==> src/rtl/coin_payout.sv <==
// Coin payout controller: pays a requested amount using the largest coin in
// stock, one coin at a time, with a per-coin hopper acknowledge timeout.
module coin_payout #(
  parameter int unsigned TIMEOUT = 200
) (
  input  logic       clk,
  input  logic       rst,
  input  logic       req,
  input  logic [7:0] amount,
  input  logic       half_dollar_s,
  input  logic       quarter_s,
  input  logic       dime_s,
  input  logic       nickel_s,
  input  logic       hopper_ack,
  output logic [3:0] eject,
  output logic       busy,
  output logic       done,
  output logic       short,
  output logic       jam,
  output logic [7:0] remaining,
  output logic [4:0] half_dollar_out,
  output logic [4:0] quarter_out,
  output logic [4:0] dime_out,
  output logic [4:0] nickel_out
);

  typedef enum logic [2:0] {
    IDLE,
    SELECT,
    EJECT,
    RELEASE,
    DONE
  } state_t;

  // Counter value at which the next unacknowledged cycle is a timeout.
  localparam logic [7:0] TMO_LAST  = 8'(TIMEOUT - 1);
  localparam logic [4:0] COUNT_MAX = 5'd31;

  state_t           state_q, state_d;
  logic [3:0]       eject_d;
  logic             busy_d, done_d, short_d, jam_d;
  logic [7:0]       rem_d;
  logic [7:0]       tcnt_q, tcnt_d;
  // Index 3 = 50c, 2 = 25c, 1 = 10c, 0 = 5c, matching the eject bit order.
  logic [3:0][4:0]  cnt_q, cnt_d;

  // Value in cents of the coin currently being ejected.
  function automatic logic [7:0] coin_value(input logic [3:0] e);
    case (e)
      4'b1000: coin_value = 8'd50;
      4'b0100: coin_value = 8'd25;
      4'b0010: coin_value = 8'd10;
      4'b0001: coin_value = 8'd5;
      default: coin_value = 8'd0;
    endcase
  endfunction

  // Next-state and next-output logic for the payout sequence.
  always_comb begin
    // NOTE: every signal gets a default first so no path leaves it unassigned
    // (which would infer a latch).
    state_d = state_q;
    eject_d = eject;
    busy_d  = busy;
    done_d  = 1'b0;
    short_d = short;
    jam_d   = jam;
    rem_d   = remaining;
    tcnt_d  = tcnt_q;
    cnt_d   = cnt_q;

    unique case (state_q)
      IDLE: begin
        if (req) begin
          rem_d   = amount;
          busy_d  = 1'b1;
          short_d = 1'b0;
          jam_d   = 1'b0;
          cnt_d   = '0;
          state_d = SELECT;
        end
      end

      SELECT: begin
        tcnt_d = '0;
        if (remaining == 8'd0) begin
          done_d  = 1'b1;
          state_d = DONE;
        end else if (half_dollar_s && remaining >= 8'd50) begin
          eject_d = 4'b1000;
          state_d = EJECT;
        end else if (quarter_s && remaining >= 8'd25) begin
          eject_d = 4'b0100;
          state_d = EJECT;
        end else if (dime_s && remaining >= 8'd10) begin
          eject_d = 4'b0010;
          state_d = EJECT;
        end else if (nickel_s && remaining >= 8'd5) begin
          eject_d = 4'b0001;
          state_d = EJECT;
        end else begin
          // Something is still owed but no coin in stock fits it.
          short_d = 1'b1;
          done_d  = 1'b1;
          state_d = DONE;
        end
      end

      EJECT: begin
        if (hopper_ack) begin
          eject_d = '0;
          // The eject register, not the live stock bits, identifies the coin.
          if (coin_value(eject) <= remaining) begin
            rem_d = remaining - coin_value(eject);
          end
          for (int i = 0; i < 4; i++) begin
            if (eject[i] && cnt_q[i] != COUNT_MAX) begin
              cnt_d[i] = cnt_q[i] + 5'd1;
            end
          end
          state_d = RELEASE;
        end else if (tcnt_q == TMO_LAST) begin
          tcnt_d  = tcnt_q + 8'd1;
          eject_d = '0;
          jam_d   = 1'b1;
          short_d = 1'b1;
          done_d  = 1'b1;
          state_d = DONE;
        end else begin
          tcnt_d = tcnt_q + 8'd1;
        end
      end

      RELEASE: begin
        // Hopper must drop its acknowledge before the next coin is chosen.
        if (!hopper_ack) begin
          state_d = SELECT;
        end
      end

      DONE: begin
        busy_d  = 1'b0;
        state_d = IDLE;
      end

      default: begin
        state_d = IDLE;
      end
    endcase
  end

  // State and registered outputs; reset clears everything, even mid-eject.
  always_ff @(posedge clk or negedge rst) begin
    if (!rst) begin
      state_q   <= IDLE;
      eject     <= '0;
      busy      <= 1'b0;
      done      <= 1'b0;
      short     <= 1'b0;
      jam       <= 1'b0;
      remaining <= '0;
      tcnt_q    <= '0;
      cnt_q     <= '0;
    end else begin
      // NOTE: non-blocking assignments so every register updates from the
      // values present before this edge.
      state_q   <= state_d;
      eject     <= eject_d;
      busy      <= busy_d;
      done      <= done_d;
      short     <= short_d;
      jam       <= jam_d;
      remaining <= rem_d;
      tcnt_q    <= tcnt_d;
      cnt_q     <= cnt_d;
    end
  end

  assign half_dollar_out = cnt_q[3];
  assign quarter_out     = cnt_q[2];
  assign dime_out        = cnt_q[1];
  assign nickel_out      = cnt_q[0];

endmodule

==> config.mk <==
export PLATFORM = sky130hd
export DESIGN_NAME = coin_payout
export DESIGN_NICKNAME = d
export VERILOG_FILES = /design/src/rtl/coin_payout.sv
export SDC_FILE = /design/constraint.sdc
export NUM_CORES = 1
export LEC_CHECK = 0
export CORE_UTILIZATION = 54
export DETAILED_ROUTE_END_ITERATION = 6
export PLACE_DENSITY = 0.81
export SETUP_SLACK_MARGIN = 0.4
export SYNTH_ARGS = -nofsm -noshare
export SYNTH_HDL_FRONTEND = slang
export SYNTH_SLANG_ARGS = --single-unit
==> constraint.sdc <==
create_clock -name clk -period 3.08 [get_ports clk]
set_clock_uncertainty 0.15 [all_clocks]
set_input_delay 0.308 -clock clk [delete_from_list [all_inputs] [get_ports clk]]
set_output_delay 0.308 -clock clk [all_outputs]
set_load 0.02 [all_outputs]
=== Yosys cells after proc, flatten, opt, wreduce, memory -nomap -nowiden ===
Index checks and enable logic that the tools add are counted.

* Logic and storage cells: 135
* Output and inout bits: 36
* Register bits after elaboration: 47

* Order comparisons: 5
* Muxes and demuxes: 57
* Add/subtract/negate cells: 6
* Equal/unequal tests: 30
* Reductions and logical operators: 25

{| class="wikitable"
|+ Operators with widths
! kind !! count
|-
| $mux 8 || 9
|-
| $mux 20 || 2
|-
| $pmux 20 s2 || 1
|-
| $pmux 8 s2 || 2
|-
| $ne 2x2->1 const B || 15
|-
| $mux 4 || 7
|-
| $reduce_and 4->1 || 7
|-
| $mux 3 || 9
|-
| $ne 5x5->1 const B || 5
|-
| $pmux 6 s4 || 1
|-
| $add 5x1->5 const B || 4
|-
| $mux 5 || 4
|-
| $mux 1 || 16
|-
| $pmux 3 s4 || 1
|-
| $reduce_and 9->1 || 1
|-
| $add 8x1->8 const B || 1
|-
| $eq 8x8->1 const B || 1
|-
| $ge 8x3->1 const B || 1
|-
| $ge 8x4->1 const B || 1
|-
| $ge 8x5->1 const B || 1
|-
| $ge 8x6->1 const B || 1
|-
| $le 8x8->1 || 1
|-
| $logic_and 1x1->1 || 8
|-
| $logic_not 8->1 || 1
|-
| other kinds (17) || 23
|}

=== Depth between registers and ports, before layout ===
Gate-level depths: netlist of run 1.

* Depth after elaboration: 12
* Gate-level depth with buffers: 12
* Mapped depth without buffers: 11

=== Worst setup path before layout of run 1 ===
OpenSTA, ideal clock, no wires.

* Path kind: register -> register
* Start point: register eject[2]
* End point: register remaining[3]
* Slack: 0.284 ns
* Setup time: 0.125 ns
* Arrival: 2.521 ns
* Stages on the path, launching flop included: 11
* Period minus slack after synthesis: 2.796 ns
* Path buffers: 1
* Path through: dfrtp_1 > clkbuf_1 > xnor2_1 > or3_1 > inv_1 > ha_1 > a211o_1 > o211ai_1 > a31oi_2 > nor2_4 > mux2_2

* Cells in the longest elaborated chain, start to end: 9
* Elaborated cells on any way between the ends: 17
* Those cells by class: 1 x add/sub; 1 x order compare; 5 x eq/ne; 9 x mux; 1 x reduce/logical

{| class="wikitable"
|+ RTL lines
! element !! line !! RTL
|-
| start: declaration || 15 || <nowiki>output logic [3:0] eject,</nowiki>
|-
| start signal: assignment || 168 || <nowiki>eject <= eject_d;</nowiki>
|-
| $eq 4x1->1 (tied with other cells) || 49 || <nowiki>case (e)</nowiki>
|-
| $pmux 6 s4 * || 49 ||
|-
| $mux 8 || 113 || <nowiki>if (coin_value(eject) <= remaining) begin</nowiki>
|-
| $mux 8 || 110 || <nowiki>if (hopper_ack) begin</nowiki>
|-
| $mux 8 || 72 || <nowiki>unique case (state_q)</nowiki>
|-
| $sub 8x8->8 || 114 || <nowiki>rem_d = remaining - coin_value(eject);</nowiki>
|-
| $mux 8 || 113 ||
|-
| $mux 8 || 110 ||
|-
| $pmux 8 s2 || 72 ||
|-
| end signal: assignment || 173 || <nowiki>remaining <= rem_d;</nowiki>
|-
| end: declaration || 20 || <nowiki>output logic [7:0] remaining,</nowiki>
|}

Mark *: on every way between the ends. The rest lies on a longest branch, timed or not. The select of a mux whose other input is x is not followed.
A chain may end at the register's enable or synchronous reset.

=== Worst setup path in the final report of run 1 ===
* Start point: register eject[2]
* End point: register remaining[4]

The elaborated chain is that of the path after synthesis.

==> key figures, run 1 <==
Placed design
  • Placed wire-length estimate: 5580 um
  • DP Cell Count: 453
  • Gpl congestion: 0.953
  • PortBufs: 51

Floorplanning
  • Die span in y: 77.9 um
  • Die area: 6070 um2
  • Initial Utilization: 0.561
  • I/O pins: 52
  • Row count: 27
  • Die X: 77.9 um
  • Core area: 5540 um2

Global route
  • Number of global-route vias before repair: 2738
  • Initial antenna violation count: 0
  • Grt met1 use: 0.364
  • Met3 Resource Use GR: 0.0412
  • Largest net degree at the start of global routing: 48
  • Grt peak-use layer: met2
  • GRT overflow: 0
  • First-pass GRT wire length: 12900 um
  • Met2 Use GR: 0.445
  • Total GRT Usage: 0.271

Logic synthesis
  • Unique masters post-synth: 59
  • Synth async-reset ratio: 1.00
  • Largest cells by area after synthesis: dfrtp_1 38%, ha_1 8.5%, o21ai_0 4.3%
  • Syn avg cell area: 9.25 um2
  • Leading area contributor after synthesis: dfrtp_1
  • Most frequent cell after synthesis: dfrtp_1
  • Share of the synthesized area in the top cell type: 0.378
  • Synth top cells by count: 47 x dfrtp_1, 32 x nand2_1, 28 x nor2_1
  • Post-synthesis cell count: 336
  • Number of synthesized flops with an enable pin: 0
  • Syn_nets: 374
  • Ys flop type: dfrtp_1
  • Post-synthesis sequential area ratio: 0.378
  • Register bit total from synthesis: 47
  • Post-Syn Area: 3110 um2
  • YS warnings: 0

Clocking
  • TritonCTS Buffers: 5
  • Clock slew at the register clock pins of the worst setup and hold paths: 0.09 ns
  • Worst-skew pair later-pin latency: 0.30 ns
  • CTS tree: done
  • CTS Sinks: 47
  • Max Root-Sink Buffers: 2
  • Cts-stage hold buffer count: 0
  • CTS root buf: clkbuf_8
  • H-tree depth: 2

Setup path
  • Crit-path max FO: 7
  • Worst EP required: 3.12 ns
  • CP endpoint kind: flop
  • Reg2reg start: eject[2]$_DFFE_PN0P_
  • Setup Crit Path Kind: reg -> reg
  • Worst r2r dst: remaining[4]$_DFFE_PN0P_
  • Reg2Reg Depth: 9
  • Internal reg-to-reg setup slack: 0.41 ns
  • Crit path DAT: 2.71 ns
  • Startpoint Class: flop

Flow run
  • Max Cap Violations: 0

Drt
  • Final ANT Viol Nets: 0
  • WL/cell: 17.0 um
  • 1st-iter DRT viols: 223
  • DRT Wirelength: 7940 um
  • Drt pass-1 iters: 4
  • Vias per cell: 6.07
  • Post-route DRC: 0
  • Via count: 2829

Timing
  • RSZ-0062 raised after global routing: true
  • Setup violations, final: 0
  • Worst hold margin: 0.0202 ns
  • Min Tclk post-route: 2.67 ns
  • Worst slew pin tran: 1.06 ns
  • Max-slew headroom: 0.295
  • Final Hold Vio Count: 0
  • Slew Viols, Final: 0
  • Tcrit/Tclk final: 0.868
  • Fin Setup TNS: 0 ns
  • Fmax: 374 MHz

Hold path
  • Worst min-delay path category: in -> async

Finish
  • Antenna Cells: 0
  • Layout cells sized above 1: 0.117
  • Area Overhead vs Synth: 24.7%
  • Nets: 432
  • Finished Layout Cells: 466
  • Fill count: 454

Power
  • VDD IR max: 0.502 mV
  • Leak: 0.00166 uW
  • PD cells: 1010 nW/um2

Run status
  • Status: completed
power by group:
part / total [uW] / leakage, uW / internal, uW / switching [uW]
combinational: 2450 / 0.00100 / 1080 / 1380
clock: 389 / 0.0000470 / 177 / 213
sequential: 1060 / 0.000613 / 785 / 280
critical path, cell delays in order (launching register included):
cell and delay (ns):
dfrtp_2 0.47, xnor2_1 0.14, or3_1 0.35, inv_2 0.08, ha_4 0.21, a211o_1 0.29
o211ai_1 0.13, a31oi_4 0.16, nor2_4 0.22, mux2_2 0.35
worst max path at each step:
stage	start	end	slack, ns	cells after the start
2_1_floorplan	eject[2]$_DFFE_PN0P_	remaining[3]$_DFFE_PN0P_	0.39	10
3_3_place_gp	eject[2]$_DFFE_PN0P_	remaining[3]$_DFFE_PN0P_	0.43	9
3_5_place_dp	eject[2]$_DFFE_PN0P_	remaining[4]$_DFFE_PN0P_	0.37	9
4_1_cts	eject[3]$_DFFE_PN0P_	remaining[7]$_DFFE_PN0P_	0.41	9
5_1_grt	eject[3]$_DFFE_PN0P_	remaining[4]$_DFFE_PN0P_	0.34	10
6_report	eject[2]$_DFFE_PN0P_	remaining[4]$_DFFE_PN0P_	0.41	9
layer usage:
layer | share of wire | routed length (um)
met4 | 0.018 | 142
met2 | 0.48 | 3830
met3 | 0.048 | 380
met5 | 0 | 0
met1 | 0.45 | 3580
state kept, by name (all words and copies together) (netlist names), 3 cells and up:
name / count
quarter_out: 5
tcnt_q: 8
eject: 4
half_dollar_out: 5
state_q: 3
dime_out: 5
nickel_out: 5
remaining: 8
final cells by class:
cell class	count	area [um2]	area share
multi-input cells	258	1850	0.476
flip-flops and latches	47	1180	0.305
repair buffers	64	607	0.156
well taps	72	90.1	0.0232
clock buffers	6	82.6	0.0213
inverters	18	67.6	0.0174
clock inverters	1	5.00	0.00129
cell families after synthesis:
group	synth area share
adder cells (fa/ha/maj)	0.0909
buffers and inverters	0.0435
XOR/XNOR	0.0338
AO/OA/AOI/OAI	0.194
flip-flops	0.378
AND/OR/NAND/NOR	0.223
multiplexers	0.0374
cells in the final DEF (no fill, tap or decap), types with 3 or more instances in the layout:
cell / netlist / routed
clkdlybuf4s50_1: 0 / 50
dfrtp_1: 47 / 43
nand2_1: 32 / 32
nor2_1: 28 / 28
o21ai_0: 27 / 26
ha_1: 21 / 19
inv_1: 18 / 17
a21oi_1: 12 / 12
buf_4: 0 / 12
nand3_1: 9 / 9
nand4_1: 8 / 8
nand3b_1: 7 / 7
xor2_1: 7 / 7
nor3_1: 6 / 6
o211ai_1: 6 / 6
a22o_1: 6 / 6
mux2i_1: 6 / 6
clkbuf_8: 0 / 6
xnor2_1: 5 / 5
or3_1: 5 / 5
nor2b_1: 5 / 5
mux2_2: 5 / 5
and3_1: 4 / 4
nand2b_1: 4 / 4
a32o_1: 4 / 4
dfrtp_2: 0 / 4
o31ai_1: 4 / 3
a211oi_1: 4 / 3
o21ai_1: 2 / 3
o21a_1: 3 / 3
a31oi_1: 3 / 3
through the flow:
stage          total power (uW)  cell area [um2]   util  setup slack, ns
2_1_floorplan              2610             3150      -            0.389
3_3_place_gp               3230             3700  0.669            0.427
3_5_place_dp               3300             3700  0.669            0.371
4_1_cts                    3710             3800  0.686            0.406
5_1_grt                    4170             3880  0.700            0.336
6_report                   3910             3880  0.700            0.406
what timing repair did:
item	in CTS	in global routing
endpoints found under the hold margin	0	0
endpoints found under the setup margin	4	8
buffers inserted	1	5
pin swaps	1	3
resized for setup	1	10
No activity file was read; power rests on OpenSTA's default activity.
==> run 2, diff against run 1 <==
--- a/config.mk
+++ b/config.mk
@@ -5,6 +5,7 @@
 export SDC_FILE = /design/constraint.sdc
 export NUM_CORES = 1
 export LEC_CHECK = 0
+export CAP_MARGIN = 40
 export CORE_UTILIZATION = 54
 export DETAILED_ROUTE_END_ITERATION = 6
 export PLACE_DENSITY = 0.81
==> constraint.sdc (replaced) <==
create_clock -name clk -period 3.08 [get_ports clk]
set_clock_uncertainty 0.15 [all_clocks]
set_input_delay 0.308 -clock clk [delete_from_list [all_inputs] [get_ports clk]]
set_output_delay 0.308 -clock clk [all_outputs]
set_load 0.01 [all_outputs]
==> run 2 against run 1 <==
Against the previous run: first-iteration DRC count decreased by 12%; global-route usage decreased by 0.36 points; critical path depth increased by 1; count of clock-buffer cells in the layout unchanged; power decreased by 1.4%; combinational power decreased by 2%; worst hold slack improved by 0.29 ns; maximum frequency decreased by 0.24%; setup slack got worse by 0.0064 ns; die area unchanged; via count decreased by 1.1%; wire length decreased by 0.94%; highest routed layer unchanged.
==> key figures, run 2 (synthesis gave the netlist of run 1 again) <==
Run status
  • Status: completed (unchanged)

Placed design
  • Placed wire-length estimate: 5500 um (was 5580 um)
  • DP Worst Slack: 0.330 ns (was 0.371 ns)
  • PortBufs: 51 (unchanged)
  • Gpl congestion: 0.941 (was 0.953)
  • Placement Cell Area: 3700 um2 (about the same)

Finish
  • Layout cells sized above 1: 0.132 (was 0.117)
  • Most common cell after layout, fill and taps aside: clkdlybuf4s50_1 (unchanged)
  • Fill count: 450 (was 454)
  • Area Overhead vs Synth: 26.0% (was 24.7%)
  • Largest regs: remaining x8, tcnt_q x8 (unchanged)
  • Commonest non-fill, non-tap cells in the layout: 50 x clkdlybuf4s50_1, 43 x dfrtp_1, 32 x nand2_1, 27 x nor2_1, 26 x o21ai_0 (was 50 x clkdlybuf4s50_1, 43 x dfrtp_1, 32 x nand2_1, 28 x nor2_1, 26 x o21ai_0)
  • Nets: 433 (was 432)
  • Antenna Cells: 0 (unchanged)
  • Final Cell Area: 3920 um2 (was 3880 um2)

Hold path
  • Worst min-delay path category: in -> async (unchanged)

Global route
  • Met3 Resource Use GR: 0.0400 (was 0.0412)
  • First-pass GRT wire length: 12700 um (was 12900 um)
  • Largest net degree at the start of global routing: 31 (was 48)
  • Number of global-route vias before repair: 2647 (was 2738)
  • Met2 Use GR: 0.437 (was 0.445)
  • Grt met1 use: 0.364 (about the same)
  • GRT overflow: 0 (unchanged)
  • Initial antenna violation count: 0 (unchanged)
  • Grt peak-use layer: met2 (unchanged)
  • Total GRT Usage: 0.268 (was 0.271)

Setup path
  • CP endpoint kind: flop (unchanged)
  • Startpoint Class: flop (unchanged)
  • Worst EP required: 3.11 ns (was 3.12 ns)
  • Crit-path max FO: 8 (was 7)
  • Crit-path cells: xnor2_1 -> or3_4 -> inv_2 -> ha_4 -> a211o_1 -> o211ai_1 -> a31oi_4 -> buf_6 -> o21a_1 -> a211o_1 (was xnor2_1 -> or3_1 -> inv_2 -> ha_4 -> a211o_1 -> o211ai_1 -> a31oi_4 -> nor2_4 -> mux2_2)
  • Crit-path max cell delay: 0.48 ns (was 0.47 ns)
  • Crit path DAT: 2.71 ns (about the same)
  • Setup Crit Path Kind: reg -> reg (unchanged)
  • Internal reg-to-reg setup slack: 0.40 ns (was 0.41 ns)
  • Most used cell, CP: a211o_1
  • Slowest CP cell: dfrtp_2 (unchanged)

Timing
  • Final Hold Vio Count: 0 (unchanged)
  • Max-slew headroom: 0.610 (was 0.295)
  • Slew Viols, Final: 0 (unchanged)
  • Min Tclk post-route: 2.68 ns (was 2.67 ns)
  • Fmax: 373 MHz (was 374 MHz)
  • Worst hold margin: 0.313 ns (was 0.0202 ns)
  • Worst slew pin tran: 0.579 ns (was 1.06 ns)
  • Fin Setup TNS: 0 ns (unchanged)
  • Final WS setup: 0.400 ns (was 0.406 ns)
  • Tcrit/Tclk final: 0.870 (was 0.868)
  • RSZ-0062 raised after global routing: true (unchanged)
  • Setup violations, final: 0 (unchanged)

Clocking
  • Clock slew at the register clock pins of the worst setup and hold paths: 0.09 ns (about the same)
  • CTS tree: done (unchanged)
  • CTS root buf: clkbuf_8 (unchanged)
  • Worst-skew pair later-pin latency: 0.30 ns (about the same)
  • CTS Sinks: 47 (unchanged)
  • TritonCTS Buffers: 5 (unchanged)
  • Max Root-Sink Buffers: 2 (unchanged)
  • H-tree depth: 2 (unchanged)

Floorplanning
  • I/O pins: 52 (unchanged)
  • Die span in y: 77.9 um (unchanged)
  • Die area: 6070 um2 (unchanged)
  • Row count: 27 (unchanged)
  • Die X: 77.9 um (unchanged)
  • Initial Utilization: 0.561 (unchanged)
  • Core area: 5540 um2 (unchanged)

Drt
  • Drt pass-1 iters: 5 (was 4)
  • Post-route DRC: 0 (unchanged)
  • Final ANT Viol Nets: 0 (unchanged)
  • Vias per cell: 5.99 (was 6.07)
  • DRT Wirelength: 7860 um (was 7940 um)
  • WL/cell: 16.8 um (was 17.0 um)
  • Via count: 2797 (was 2829)
  • 1st-iter DRT viols: 197 (was 223)

Power
  • Leak: 0.00167 uW (was 0.00166 uW)
  • PD cells: 984 nW/um2 (was 1010 nW/um2)
  • VDD IR max: 0.596 mV (was 0.502 mV)
  • Total chip power: 3860 uW (was 3910 uW)

Flow run
  • Max Cap Violations: 0 (unchanged)
-- run 2: final cells by class --
type | count | area (um2) | area share
Tap cell | 72 | 90.1 | 0.0230
Multi-Input combinational cell | 258 | 1870 | 0.478
Sequential cell | 47 | 1180 | 0.302
Timing Repair Buffer | 65 | 617 | 0.157
Inverter | 18 | 67.6 | 0.0172
Clock buffer | 6 | 82.6 | 0.0211
Clock inverter | 1 | 5.00 | 0.00128
-- run 2: worst paths after layout --
| kind | start | end | depth (start not counted) |
|---|---|---|---|
| max | eject[2]$_DFFE_PN0P_ | remaining[6]$_DFFE_PN0P_ | 10 |
| min | rst | remaining[2]$_DFFE_PN0P_ | 2 |
| max reg2reg | eject[2]$_DFFE_PN0P_ | remaining[6]$_DFFE_PN0P_ | 10 |
| min reg2reg | jam$_DFFE_PN0P_ | jam$_DFFE_PN0P_ | 2 |
| max in group asynchronous | rst | eject[2]$_DFFE_PN0P_ | 3 |
| min in group clk | jam$_DFFE_PN0P_ | jam$_DFFE_PN0P_ | 2 |
-- run 2: power by group --
| group | internal, uW | switching, uW |
|---|---|---|
| logic | 1100 | 1300 |
| registers | 784 | 296 |
| clock network | 177 | 203 |
| total | 2060 | 1800 |
-- run 2: repair_timing --
| action | in CTS | in global routing |
|---|---|---|
| cloned | 0 | 0 |
| endpoints found under the setup margin | 4 | 9 |
| endpoints found under the hold margin | 17 | 0 |
| hold buffers | 1 | 0 |
| buffers inserted | 2 | 4 |
| gates resized for setup | 4 | 16 |
| pin swaps | 1 | 4 |
-- run 2: through the flow --
step / instances / utilization
2_1_floorplan: 336 / -
3_3_place_gp: 453 / 0.668
3_5_place_dp: 453 / 0.668
4_1_cts: 463 / 0.689
5_1_grt: 467 / 0.707
6_report: 467 / 0.707
-- run 2: routing by layer --
layer	vias up	wire length [um]
met1	1341	3520
met4	0	139
met2	100	3760
li1	1342	-
met5	-	0
met3	14	444
-- run 2: critical path: cells and delay by family (launching register included) --
family          cells  cell delay (ns)
compound gates      5             0.98
xor+xnor            1             0.14
flops               1             0.48
buf+inv             2             0.21
fa+ha+maj           1             0.21
simple gates        1             0.37
